[src/rtl/rf_ctrl_pkg.sv]
// Shared constants and types for the register-file control slice.
package rf_ctrl_pkg;
    localparam int RF_DATA_W   = 32;
    localparam int RF_ADDR_W   = 5;
    localparam int RF_NUM_REGS = 32;

    typedef enum logic {
        SRC_ALU = 1'b0,
        SRC_MEM = 1'b1
    } wb_src_t;
endpackage

[src/rtl/rr_arb2.sv]
// Two-requester round-robin arbiter; the last-grant register moves only on a grant.
module rr_arb2
    import rf_ctrl_pkg::*;
(
    input  logic    clk,
    input  logic    rst,
    input  logic    req_alu,
    input  logic    req_mem,
    output logic    gnt_alu,
    output logic    gnt_mem,
    output wb_src_t rr_last
);

    always_comb begin
        gnt_alu = 1'b0;
        gnt_mem = 1'b0;
        // On contention the source that did not win last time goes first.
        gnt_alu = req_alu && (!req_mem || (rr_last == SRC_MEM));
        gnt_mem = req_mem && !gnt_alu;
    end

    always_ff @(posedge clk or posedge rst) begin
        if (rst) begin
            rr_last <= SRC_MEM;
        end else if (gnt_alu) begin
            rr_last <= SRC_ALU;
        end else if (gnt_mem) begin
            rr_last <= SRC_MEM;
        end
    end

endmodule

[src/rtl/rf_wb_scheduler.sv]
// Write-back scheduler: shares the register-file write port between ALU and loads,
// and keeps a scoreboard of destinations with uncommitted writes.
module rf_wb_scheduler
    import rf_ctrl_pkg::*;
#(
    parameter int DATA_W = RF_DATA_W,
    parameter int ADDR_W = RF_ADDR_W
) (
    input  logic                 clk,
    input  logic                 rst,
    input  logic                 iss_valid,
    input  logic [ADDR_W-1:0]    iss_rd,
    output logic                 iss_ready,
    input  logic [ADDR_W-1:0]    rs_addr,
    input  logic [ADDR_W-1:0]    rt_addr,
    output logic                 hazard,
    input  logic                 alu_valid,
    input  logic [ADDR_W-1:0]    alu_rd,
    input  logic [DATA_W-1:0]    alu_data,
    output logic                 alu_ready,
    input  logic                 mem_valid,
    input  logic [ADDR_W-1:0]    mem_rd,
    input  logic [DATA_W-1:0]    mem_data,
    output logic                 mem_ready,
    output logic                 RegWrite,
    output logic [ADDR_W-1:0]    RD_Address,
    output logic [DATA_W-1:0]    RDdata,
    output logic [2**ADDR_W-1:0] busy_vec
);

    localparam int NUM_REGS = 2**ADDR_W;

    logic [NUM_REGS-1:0] busy;
    logic [NUM_REGS-1:0] busy_next;
    logic                gnt_alu;
    logic                gnt_mem;
    wb_src_t             rr_last;
    wb_src_t             gnt_src;
    logic [ADDR_W-1:0]   wb_rd;
    logic [DATA_W-1:0]   wb_data;

    rr_arb2 u_arb (
        .clk     (clk),
        .rst     (rst),
        .req_alu (alu_valid),
        .req_mem (mem_valid),
        .gnt_alu (gnt_alu),
        .gnt_mem (gnt_mem),
        .rr_last (rr_last)
    );

    assign alu_ready = gnt_alu;
    assign mem_ready = gnt_mem;
    assign busy_vec  = busy;

    always_comb begin
        iss_ready = !(busy[iss_rd] && (iss_rd != '0));
        hazard    = (busy[rs_addr] && (rs_addr != '0)) ||
                    (busy[rt_addr] && (rt_addr != '0));
        gnt_src   = gnt_mem ? SRC_MEM : SRC_ALU;
        wb_rd     = (gnt_src == SRC_MEM) ? mem_rd   : alu_rd;
        wb_data   = (gnt_src == SRC_MEM) ? mem_data : alu_data;
    end

    // Clear is applied after set so it wins if both hit the same register.
    always_comb begin
        busy_next = busy;
        if (iss_valid && iss_ready && (iss_rd != '0)) begin
            busy_next[iss_rd] = 1'b1;
        end
        if (RegWrite) begin
            busy_next[RD_Address] = 1'b0;
        end
        busy_next[0] = 1'b0;
    end

    always_ff @(posedge clk or posedge rst) begin
        if (rst) begin
            busy <= '0;
        end else begin
            busy <= busy_next;
        end
    end

    always_ff @(posedge clk or posedge rst) begin
        if (rst) begin
            RegWrite   <= 1'b0;
            RD_Address <= '0;
            RDdata     <= '0;
        end else if (gnt_alu || gnt_mem) begin
            RegWrite   <= (wb_rd != '0);
            RD_Address <= wb_rd;
            RDdata     <= wb_data;
        end else begin
            RegWrite   <= 1'b0;
        end
    end

    a_rr_order: assert property (@(posedge clk) disable iff (rst)
        (alu_valid && mem_valid) |-> (alu_ready == (rr_last == SRC_MEM)));

endmodule

[config.mk]
export PLATFORM = sky130hd
export DESIGN_NAME = rf_wb_scheduler
export DESIGN_NICKNAME = d
export VERILOG_FILES = /design/src/rtl/rf_ctrl_pkg.sv /design/src/rtl/rr_arb2.sv /design/src/rtl/rf_wb_scheduler.sv
export SDC_FILE = /design/constraint.sdc
export NUM_CORES = 1
export LEC_CHECK = 0
export CORE_UTILIZATION = 45
export CTS_BUF_LIST = sky130_fd_sc_hd__clkbuf_8
export CTS_CLUSTER_DIAMETER = 200
export DETAILED_ROUTE_END_ITERATION = 6
export PLACE_DENSITY = 0.93
export SKIP_LAST_GASP = 1
export SYNTH_ARGS = -nofsm -noshare
export SYNTH_HDL_FRONTEND = slang
export SYNTH_SLANG_ARGS = --single-unit
[constraint.sdc]
create_clock -name clk -period 2.7 [get_ports clk]
set_input_delay 0.54 -clock clk [delete_from_list [all_inputs] [get_ports clk]]
set_output_delay 0.54 -clock clk [all_outputs]
set_load 0.02 [all_outputs]
==> results.ini <==
[status]
status=finished, violations left
violations=setup timing

[logic_synthesis]
netlist_area_mm2=0.00443
syn_nets=543
ys_top_cells_by_area=dfrtp_1, mux2i_1, mux4_2, nor2_1, a21oi_1
ys_warn_count=0
synth_top_cell_by_area=dfrtp_1
synth_cell_type_count=58
ys_ff_latch=70
synth-main-ff-cell=dfrtp_1
yosys.area.top_type_share_pct=38.9
ys_async_sr_fraction_pct=100
synth_edf_count=0
yosysSeqAreaShare_pct=39.5
syn_area_per_cell_um2=9.88
netlist_instances=449

[final_layout]
syn2layout_area_growth_pct=59.5
stdcell_area_mm2=0.00707
fillers=638
nets=780
final_util_pct=75.5
num_antenna_cells=0
drive_above_1_share_pct=21.4

[clocking]
cts.path.max_buffers=2
clkTransAtPathRegs_ps=80
clk_latency_ps=350
cts_tree=done
h-tree-depth=3
cts_sinks=70
root_buffer=clkbuf_8
cts_buffers=9
holdBufCountCts=0

[placement]
placed_area_mm2=0.00675
hpwl_um=12000
gp_congestion=0.941
place_ws_ps=-964
portBuffers=166

[route]
viasPerCell=5.77
dr.pass1.iters=5
drtIter0Drc=287
drc=0
vias=4730
wl_um=15900
ant_nets=0
routedWlPerCell_um=19.4

[timing]
min_period_ps=2850
fmax_mhz=351
slew_headroom_pct=60.0
hold_viol_final=0
setup_viol=1
period_share_pct=105
hold_slack_ps=493
rsz0062_at_grt=true
worst_slack_ps=-146
clock_skew_ps=14.1
drv_slew=0
tightestPinTransition_ps=598

[global_routing]
antenna_found_initial=0
grt_overflow=0
grt_pass1_wl_um=25100
grt_start_max_net_pins=71
grtUsageTotal_pct=32.2
grt_pass1_vias=4884

[floorplanning]
die-area_mm2=0.0103
boundaryPins=168
die_x_um=101
dieHeight_um=101
initial_utilization_pct=47.3
fp.coreArea_mm2=0.00937
fp-row-count=35

[setup_path]
crit_fanout=2
arrival_ps=2310
crit_required_ps=2160
cp.buffers_inverters=2
start_kind=flip-flop
cpMostUsedCell=buf_6
cp_slowest_cell=or4_1
worstPathCellList=buf_6, mux4_2, mux2i_1, o32ai_1, or4_1, buf_6
critPathMaxStageDelay_ps=490
cpLargestDelayFamily=multiplexers
critPathKind=flip-flop to output port
worst_setup_path_end_kind=output port

[pwr]
p_total_uw=5310
p_leak_uw=0.00309
vdd_ir_drop_max_mv=0.442
powerDensity_mw_per_mm2=751

[job]
cap_viol_max_count=0

[worst_hold_path]
hp-class=flip-flop to flip-flop

[area by class of cell]
class | instances | area, µm² | share of cell area (%)
repair buffers | 254 | 2370 | 33.6
multi-input cells | 342 | 2530 | 35.7
well taps | 129 | 161 | 2.28
clock inverters | 6 | 86.3 | 1.22
clock buffers | 10 | 138 | 1.95
inverters | 9 | 33.8 | 0.478
flip-flops and latches | 70 | 1750 | 24.8
[worst min-delay path: stages, from the launching register on]
cell,delay [ps]
dfstp_2,370
inv_1,40
o21ai_0,80
[per-stage QoR]
stage,setup TNS [ps],std cells
after floorplan,0,449
after global placement,-1630,796
after global routing,-170,820
after detailed placement,-1810,796
final,-146,820
after CTS,-187,816
[worst paths after layout]
path | start | cells past startpoint | end | slack (ps)
hold reg to reg | u_arb.rr_last | 2 | u_arb.rr_last | 490
setup / recovery | busy_vec[31] | 6 | hazard | -150
max in group asynchronous | rst | 3 | u_arb.rr_last | 1780
setup reg to reg | busy_vec[31] | 7 | busy_vec[24] | 650
min in group asynchronous | rst | 3 | busy_vec[28] | 580
hold / removal | u_arb.rr_last | 2 | u_arb.rr_last | 490
[synth_stat cells (all sizes together), types with 2 or more instances]
cell	count
a22oi	2
dfrtp	69
nand2b	8
mux2i	52
o221ai	2
o31ai	12
nor3	2
a221oi	2
nor2	64
or4	3
or3b	5
o32ai	2
buf	15
nand3b	6
a31oi	2
a21oi	42
mux4	18
clkbuf	13
and3b	7
nor3b	4
nand3	4
inv	9
and3	3
a2111oi	9
nand2	55
nand4	5
o22a	8
o21ai	6
and2b	2
[layer usage]
layer,part of all wire (%),routed length [µm],track usage (%)
met5,0,0,0
met4,2.9,464,12.2
met3,10,1590,7.80
met2,48,7670,54.6
met1,39,6200,40.1
[cell usage in the layout (no fill, tap or decap), drive strengths merged, types with 3 or more instances in the layout]
cell type	instances
a2111oi	9
a21oi	42
and3	3
and3b	7
buf	93
clkbuf	10
clkdlybuf4s50	153
clkinv	3
dfrtp	69
dlygate4sd2	5
inv	10
mux2i	52
mux4	18
nand2	55
nand2b	8
nand3	4
nand3b	6
nand4	5
nor2	64
nor3b	4
o21ai	6
o22a	8
o31ai	12
or3b	5
or4	3
[state kept, by name, summed over array words and instances (netlist names)]
name / flops
RegWrite: 1
RDdata: 32
RD_Address: 5
u_arb.rr_last: 1
busy_vec: 31
[cells by family after synthesis]
family	synth area share, %
and+or+nand+nor	19.4
other	0.0846
AOI/OAI and AO/OA	15.4
muxes	21.6
buffers and inverters	4.09
DFF	39.5
[where the power goes]
| group | total, µW | leakage [µW] | switching (µW) | internal (µW) |
|---|---|---|---|---|
| clock | 959 | 0.000118 | 415 | 544 |
| combinational | 2710 | 0.00216 | 1260 | 1450 |
| sequential | 1640 | 0.000809 | 308 | 1330 |
[what timing repair did]
action | CTS | global route
setup endpoints to repair | 2 | 2
resized for setup | 35 | 6
pin swaps | 4 | 2
buffers inserted | 4 | 4
Note: power is estimated with default switching activity, not from simulation.
